<file path="config.mk">
export PLATFORM = sky130hd
export DESIGN_NAME = seq_restoring_divider
export DESIGN_NICKNAME = d
export VERILOG_FILES = /design/src/rtl/seq_restoring_divider.sv
export SDC_FILE = /design/constraint.sdc
export NUM_CORES = 1
export LEC_CHECK = 0
export ABC_AREA = 1
export CAP_MARGIN = 0
export CORE_MARGIN = 2
export CORE_UTILIZATION = 49
export CTS_CLUSTER_SIZE = 30
export DETAILED_ROUTE_END_ITERATION = 10
export GPL_TIMING_DRIVEN = 0
export PLACE_DENSITY = 0.76
export SLEW_MARGIN = 20
export SYNTH_ARGS = -nofsm -noshare
export SYNTH_HDL_FRONTEND = slang
export SYNTH_SLANG_ARGS = --single-unit
export TNS_END_PERCENT = 100
</file>
<file path="constraint.sdc">
create_clock -name clk -period 2 [get_ports clk]
set_input_delay 0.4 -clock clk [delete_from_list [all_inputs] [get_ports clk]]
set_output_delay 0.4 -clock clk [all_outputs]
set_load 0.005 [all_outputs]
</file>
<file path="src/rtl/seq_restoring_divider.sv">
// Multi-cycle unsigned restoring divider: one quotient bit per clock, trial subtraction
// through a 4-bit lookahead adder. Optional divide-by-zero shortcut under `DIV0_DETECT_EN`.
module seq_restoring_divider #(
  parameter int WIDTH = 8
) (
  input  logic             clk,
  input  logic             rst,
  input  logic             start,
  input  logic [WIDTH-1:0] dividend,
  input  logic [WIDTH-1:0] divisor,
  output logic             busy,
  output logic             done,
  output logic [WIDTH-1:0] quotient,
  output logic [WIDTH-1:0] remainder,
  output logic             div0_err
);

  localparam int CW = $clog2(WIDTH + 1);

  typedef enum logic [1:0] {IDLE = 2'd0, RUN = 2'd1, DONE = 2'd2} state_t;

  state_t           state_q, state_d;
  logic [CW-1:0]    cnt_q, cnt_d;
  logic [WIDTH-1:0] r_q, r_d;
  logic [WIDTH-1:0] dvd_q, dvd_d;
  logic [WIDTH-1:0] dvs_q, dvs_d;
  logic [WIDTH-1:0] qacc_q, qacc_d;
  logic [WIDTH-1:0] quo_q, quo_d;
  logic [WIDTH-1:0] rem_q, rem_d;
  logic             div0_q, div0_d;

  logic [WIDTH:0]   r_shift;
  logic [WIDTH-1:0] cla_a, cla_b, cla_s;
  logic [WIDTH:0]   cla_c;
  logic             no_borrow;
  logic [WIDTH-1:0] r_new;
  logic             q_bit;

  // Trial subtraction R - D as R + ~D + 1; carries ripple between 4-bit lookahead groups.
  always_comb begin
    logic [3:0] g, p;
    logic       c;
    r_shift = {r_q, dvd_q[WIDTH-1]};
    cla_a   = r_shift[WIDTH-1:0];
    cla_b   = ~dvs_q;
    cla_s   = '0;
    cla_c   = '0;
    g       = '0;
    p       = '0;
    c       = 1'b1;
    cla_c[0] = 1'b1;
    for (int gi = 0; gi < WIDTH / 4; gi++) begin
      g = cla_a[gi*4 +: 4] & cla_b[gi*4 +: 4];
      p = cla_a[gi*4 +: 4] ^ cla_b[gi*4 +: 4];
      cla_c[gi*4+1] = g[0] | (p[0] & c);
      cla_c[gi*4+2] = g[1] | (p[1] & g[0]) | (p[1] & p[0] & c);
      cla_c[gi*4+3] = g[2] | (p[2] & g[1]) | (p[2] & p[1] & g[0]) | (p[2] & p[1] & p[0] & c);
      cla_c[gi*4+4] = g[3] | (p[3] & g[2]) | (p[3] & p[2] & g[1]) | (p[3] & p[2] & p[1] & g[0])
                    | (p[3] & p[2] & p[1] & p[0] & c);
      cla_s[gi*4 +: 4] = p ^ cla_c[gi*4 +: 4];
      c = cla_c[gi*4+4];
    end
    // The top bit of the shifted R sees a complemented zero, so it only extends the carry.
    no_borrow = r_shift[WIDTH] | cla_c[WIDTH];
    q_bit     = no_borrow;
    r_new     = no_borrow ? cla_s : r_shift[WIDTH-1:0];
  end

  always_comb begin
    state_d = state_q;
    cnt_d   = cnt_q;
    r_d     = r_q;
    dvd_d   = dvd_q;
    dvs_d   = dvs_q;
    qacc_d  = qacc_q;
    quo_d   = quo_q;
    rem_d   = rem_q;
    div0_d  = div0_q;
    case (state_q)
      IDLE, DONE: begin
        if (start) begin
          state_d = RUN;
          cnt_d   = CW'(WIDTH);
          r_d     = '0;
          dvd_d   = dividend;
          dvs_d   = divisor;
          qacc_d  = '0;
          div0_d  = 1'b0;
        end else begin
          state_d = IDLE;
        end
      end
      RUN: begin
        r_d    = r_new;
        qacc_d = {qacc_q[WIDTH-2:0], q_bit};
        dvd_d  = {dvd_q[WIDTH-2:0], 1'b0};
        cnt_d  = cnt_q - CW'(1);
        if (cnt_q == CW'(1)) begin
          state_d = DONE;
          quo_d   = {qacc_q[WIDTH-2:0], q_bit};
          rem_d   = r_new;
        end
`ifdef DIV0_DETECT_EN
        // First RUN edge still holds the untouched dividend, so it becomes the remainder.
        if (dvs_q == '0) begin
          state_d = DONE;
          cnt_d   = '0;
          quo_d   = '1;
          rem_d   = dvd_q;
          div0_d  = 1'b1;
        end
`endif
      end
      default: state_d = IDLE;
    endcase
  end

  always_ff @(posedge clk or posedge rst) begin
    if (rst) begin
      state_q <= IDLE;
      cnt_q   <= '0;
      r_q     <= '0;
      dvd_q   <= '0;
      dvs_q   <= '0;
      qacc_q  <= '0;
      quo_q   <= '0;
      rem_q   <= '0;
      div0_q  <= 1'b0;
    end else begin
      state_q <= state_d;
      cnt_q   <= cnt_d;
      r_q     <= r_d;
      dvd_q   <= dvd_d;
      dvs_q   <= dvs_d;
      qacc_q  <= qacc_d;
      quo_q   <= quo_d;
      rem_q   <= rem_d;
      div0_q  <= div0_d;
    end
  end

  assign busy      = (state_q == RUN);
  assign done      = (state_q == DONE);
  assign quotient  = quo_q;
  assign remainder = rem_q;
`ifdef DIV0_DETECT_EN
  assign div0_err  = div0_q;
`else
  assign div0_err  = 1'b0;
`endif

endmodule

</file>
### Word level (Yosys, flattened, before mapping)

Cells that the tools add are included.

* add/subtract/negate cells: 1
* equality and inequality tests: 5
* mux-type cells: 11
* bitwise operators: 56
* reduce and logical (&&, ||, !) cells: 6

Operator list (count)
* $pmux W8 S2: 2
* $and A1 B1 Y1: 28
* $mux W8: 3
* $or A1 B1 Y1: 21
* $xor A4 B4 Y4: 4
* $pmux W7 S2: 1
* $and A4 B4 Y4: 2
* $not A8 Y8: 1
* $pmux W4 S2: 1
* $reduce_and A2 Y1: 3
* $eq A4 B1 Y1 const B: 1
* $mux W4: 1
* $pmux W2 S2: 1
* $sub A4 B1 Y4 const B: 1
* $eq A2 B1 Y1 const B: 1
* $eq A2 B2 Y1 const B: 1
* $logic_not A2 Y1: 1
* $mux W2: 1
* $ne A2 B1 Y1 const B: 1
* $ne A2 B2 Y1 const B: 1
* $reduce_bool A2 Y1: 1
* $reduce_or A2 Y1: 1
* $mux W1: 1

* register bits after elaboration: 53
* bits of input ports: 19
* output and inout bits: 19
* word-level logic and storage cells: 87

### Depth between registers and ports, before layout

* depth in word-level cells: 12
* depth in mapped cells: 13
* gate-level depth less buffers: 13

### Worst setup path after synthesis

OpenSTA, ideal clock, no wires.

* path kind: register to register
* from: reg dvd_q[7]
* to: reg r_q[5]
* setup time: 117 ps
* arrival time: 1782 ps
* data required time: 1883 ps
* setup slack: 101 ps
* cell stages (with the launch flop): 14
* buffers on the path: 0
* period minus slack after synthesis: 1899 ps
* path through: dfrtp_1 > inv_1 > ha_1 > inv_1 > nand2_1 > nand3_2 > nand2_2 > inv_1 > fa_1 > xnor2_1 > nand2_1 > o21ai_0 > nand2_1 > nand2_1

* word-level cells in the longest chain between the ends: 9
* elaborated cells between the ends (all ways): 14
* classes of those cells: 2 x mux; 12 x bitwise

Ends and longest elaborated chain
* from (decl): line 25 `logic [WIDTH-1:0] dvd_q, dvd_d;`
* from (signal assigned): line 133 `dvd_q <= dvd_d;`
* $and A4 B4 Y4: line 53 `g = cla_a[gi*4 +: 4] & cla_b[gi*4 +: 4];`
* $and A1 B1 Y1: line 58 `cla_c[gi*4+4] = g[3] | (p[3] & g[2]) | (p[3] & p[2] & g[1]) | (p[3] & p[2] & p[1] & g[0])`
* $or A1 B1 Y1: line 58
* $or A1 B1 Y1 (*): line 59 `| (p[3] & p[2] & p[1] & p[0] & c);`
* $and A1 B1 Y1, on equally long branches: line 55, 59
* $or A1 B1 Y1, on equally long branches: line 55, 59
* $xor A4 B4 Y4 or $or A1 B1 Y1 (tied branches): line 60, 64
* $mux W8 (*): line 66 `r_new = no_borrow ? cla_s : r_shift[WIDTH-1:0];`
* $pmux W8 S2 (*): line 79 `case (state_q)`
* to (signal assigned): line 132 `r_q <= r_d;`
* to (decl): line 24 `logic [WIDTH-1:0] r_q, r_d;`

Mark *: on every way between the ends. The rest lies on a longest branch, timed or not.
A chain may end at the register's enable or synchronous reset.

### Worst setup path after layout

* from: reg r_q[2]
* to: reg rem_q[5] (netlist: remainder[5])

* word-level cells in the longest chain between the ends: 10
* elaborated cells between the ends (all ways): 19
* classes of those cells: 1 x mux; 18 x bitwise

Ends and longest elaborated chain
* $xor A4 B4 Y4: line 54 `p = cla_a[gi*4 +: 4] ^ cla_b[gi*4 +: 4];`
* $and A1 B1 Y1, on equally long branches: line 58, 59
* $or A1 B1 Y1, or another cell as far along: line 58
* $or A1 B1 Y1 or $and A1 B1 Y1 (tied branches): line 58
* $or A1 B1 Y1: line 58
* $or A1 B1 Y1 (*): line 59
* $and A1 B1 Y1, on equally long branches: line 55, 59
* $or A1 B1 Y1, on equally long branches: line 55, 59
* $xor A4 B4 Y4 or $or A1 B1 Y1 (tied branches): line 60, 64
* $mux W8 (*): line 66
* to (signal assigned): line 137 `rem_q <= rem_d;`
* to (decl): line 29 `logic [WIDTH-1:0] rem_q, rem_d;`

Marked as above.

==> results by group <==
Routing
  – Pre-Repair DR Iteration Count: 4
  – DRT iter0 DRCs: 154
  – DRC Markers: 0
  – Routed Antenna Nets: 0
  – Drt via density: 4.977
  – Final Routed Wirelength: 5.605 mm
  – Vias post-DR: 2155
  – Routed len/inst: 12.94 um

Timing
  – Final hold slack: 0.4079 ns
  – Final hold vios: 0
  – Fmax: 517.3 MHz
  – Worst Clk Skew: 0.005452 ns
  – Slew @ Worst Pin: 0.5086 ns
  – Period utilization: 96.66%
  – Slew Limit Fails: 0
  – Slew headroom: 66.10%
  – Final setup vio count: 0
  – Tmin final: 1.933 ns

Synth
  – Post-synthesis cell count: 308
  – FF+latch count, synth: 53
  – Yosys warns: 0
  – Syn Nets: 339
  – Distinct cells, synth: 33
  – Synthesized cell area: 2630 um2
  – Synthesized area per cell: 8.539 um2
  – Seq/Total Area, Yosys: 50.43%

Floorplan
  – Die height: 77.26 um
  – Core region area: 5140 um2
  – Width of the die: 77.26 um
  – DIE AREA: 5969 um2
  – Std-Cell Rows: 26
  – Starting Density: 51.17%
  – Ports: 38

Pwr
  – Clock Power Share: 8.4%
  – Static Leak: 1.653 nW
  – Switch share: 43.29%
  – Sw Pwr: 0.002866 W
  – Pwr Total: 0.006620 W
  – Cell Pwr Density: 1973 nW/um2
  – Combinational share of power: 63.2%
  – Sequential share of power: 28.4%
  – Max rail drop VDD: 0.0007644 V
  – Int Pwr: 0.003754 W

Clock tree
  – Clk Latency, worst-skew pair: 0.30 ns
  – Num CTS Buffers: 5
  – Cts hold-fix bufs: 0
  – Clock slew at reported path FFs: 0.09 ns
  – CTS tree: yes
  – Clock Tree Root: clkbuf_8
  – Clock Tree Buf Depth: 2
  – H-tree lvl count: 2
  – Clock Sinks: 53

Critical path
  – Reg2Reg Depth: 12
  – Critical path capture point type: flip-flop
  – Worst Path Max Fanout: 3
  – CP arrival: 2.18 ns
  – Crit start category: flip-flop
  – CP Class: reg -> reg
  – CP Data Required Time: 2.25 ns

Global route
  – Initial antenna violation count: 0
  – GR Overflow Total: 0
  – Maximum number of pins on one net before global-route repair: 36
  – Global-route wire length before repair: 9.798 mm
  – Vias in the first global route: 2108
  – Total GRT Usage: 20.17%

Cells and area
  – Filler cells: 448
  – Ant diodes: 0
  – Area Overhead vs Synth: 27.55%
  – # nets final: 395
  – Share of layout cells above drive strength 1: 15.43%
  – Design area: 3354 um2

Placement
  – Routability cong.: 0.8753
  – Placed inst area: 3098 um2
  – Hpwl dp: 3.880 mm
  – Port Buf Inserts: 36

Min path
  – Worst hold-check path type: in -> async

Run status
  – Status: finished clean

Job
  – Max-cap check violation count: 0
-- state kept, by name, summed over array words and instances, names as in the netlist --
| name | count |
|---|---|
| qacc_q | 7 |
| state_q | 2 |
| dvd_q | 8 |
| dvs_q | 8 |
| remainder | 8 |
| r_q | 8 |
| cnt_q | 4 |
| quotient | 8 |
-- through the flow --
step           util, %  cells  setup TNS [ns]  setup slack (ns)
3_5_place_dp     60.27    415         -0.1272          -0.06872
3_3_place_gp     59.88    414          -35.03           -0.6622
6_report         65.26    433               0           0.06679
2_1_floorplan        -    308               0            0.1014
5_1_grt          65.26    433         -0.1565          -0.05369
4_1_cts          63.22    426               0           0.01789
-- what timing repair did --
action / 4_1_cts / 5_1_grt
pin swaps: 3 / 5
gates resized for setup: 4 / 15
buffers inserted: 5 / 6
endpoints found under the setup margin: 5 / 15
cloned: 0 / 1
-- worst max-delay path, cell delays in order (launching register included) --
cell and delay, ns:
dfrtp_1 0.43, ha_4 0.30, nand2_2 0.07, nor2_2 0.11
nor2_2 0.04, nand2_2 0.07, inv_1 0.05, fa_2 0.33
xnor2_1 0.17, nand2_1 0.10, o21ai_2 0.08, nand2_1 0.07
nand2_1 0.06
-- metal layers --
layer  up-vias  track usage [%]  part of all wire [%]
met1      1016            28.25                    46
li1       1074                -                     -
met3         9            2.824                   4.0
met4         0            6.429                   1.4
met5         -                0                     0
met2        56            32.52                    48
-- power by group through the flow --
stage               Clock (W)  Combinational (W)  Sequential [W]
CTS                  0.000563            0.00368         0.00188
finish               0.000558            0.00418         0.00188
global placement            0            0.00332         0.00188
global route         0.000605            0.00468         0.00195
floorplan                   0            0.00252         0.00185
detailed placement          0            0.00347         0.00190
-- cell type report --
class                   count  area, um2  share of cell area, %
clock inverters             1      5.005                 0.1492
multi-input cells         199       1136                  33.87
flip-flops and latches     53       1326                  39.54
repair buffers             49      488.0                  14.55
plain buffers              11      73.82                  2.201
inverters                  45      168.9                  5.035
clock buffers               5      68.82                  2.051
well taps                  70      87.58                  2.611
-- placed cells by master, fill, tap and decap left out, types with 2 or more instances in the layout --
cell / n
nand2_1: 93
dfrtp_1: 53
inv_1: 39
clkdlybuf4s50_1: 36
o21ai_0: 18
nor2_1: 12
nand3_1: 12
buf_4: 12
o22ai_1: 7
ha_1: 7
inv_2: 6
o21bai_1: 6
nand2_2: 5
clkbuf_8: 5
buf_2: 4
clkbuf_1: 4
xnor2_1: 4
nor2_2: 4
o21ai_1: 3
o21ai_2: 3
nand3b_1: 3
ha_4: 3
nand3_2: 2
buf_12: 2
nand4_1: 2
a21oi_1: 2
-- Yosys cell counts --
master	count	area, um2
a21oi_1	2	10.01
a21oi_2	1	8.760
a22o_1	1	8.760
a31oi_1	1	6.260
buf_2	5	25.02
buf_4	1	7.510
buf_8	1	15.01
clkbuf_1	4	15.01
conb_1	1	3.750
dfrtp_1	53	1326
fa_1	1	20.02
ha_1	11	137.6
inv_1	44	165.2
inv_2	1	3.750
nand2_1	95	356.6
nand2_2	4	25.02
nand3_1	12	60.06
nand3_2	2	20.02
nand3_4	1	17.52
nand3b_1	3	22.52
nand4_1	2	12.51
nor2_1	12	45.04
nor2_2	4	25.02
nor2_4	1	11.26
o211ai_1	1	7.510
o21a_1	1	7.510
o21ai_0	20	100.1
o21ai_1	2	10.01
o21ai_2	3	26.28
o21bai_1	6	45.04
o22ai_1	7	43.79
or3_1	1	6.260
xnor2_1	4	35.03
-- logic make-up after synthesis --
kind of cell    Yosys count  synth area share [%]
compound gates           45                 10.42
xor+xnor                  4                 1.332
fa+ha+maj                12                 5.994
buf+inv                  56                 8.801
flops                    53                 50.43
other cells               1                0.1426
simple gates            137                 22.88
-- final timing paths --
| path | to | slack [ns] | from |
|---|---|---|---|
| min in group clk | dvd_q[5]$_DFFE_PP0P_ | 0.49 | dvd_q[5]$_DFFE_PP0P_ |
| hold / removal | remainder[0]$_DFFE_PP0P_ | 0.41 | rst |
| max in group asynchronous | dvd_q[3]$_DFFE_PP0P_ | 1.07 | rst |
| setup / recovery | remainder[5]$_DFFE_PP0P_ | 0.07 | r_q[2]$_DFFE_PP0P_ |
| setup reg to reg | remainder[5]$_DFFE_PP0P_ | 0.07 | r_q[2]$_DFFE_PP0P_ |
| hold reg to reg | dvd_q[5]$_DFFE_PP0P_ | 0.49 | dvd_q[5]$_DFFE_PP0P_ |
Power figures use the tool's default switching activity.
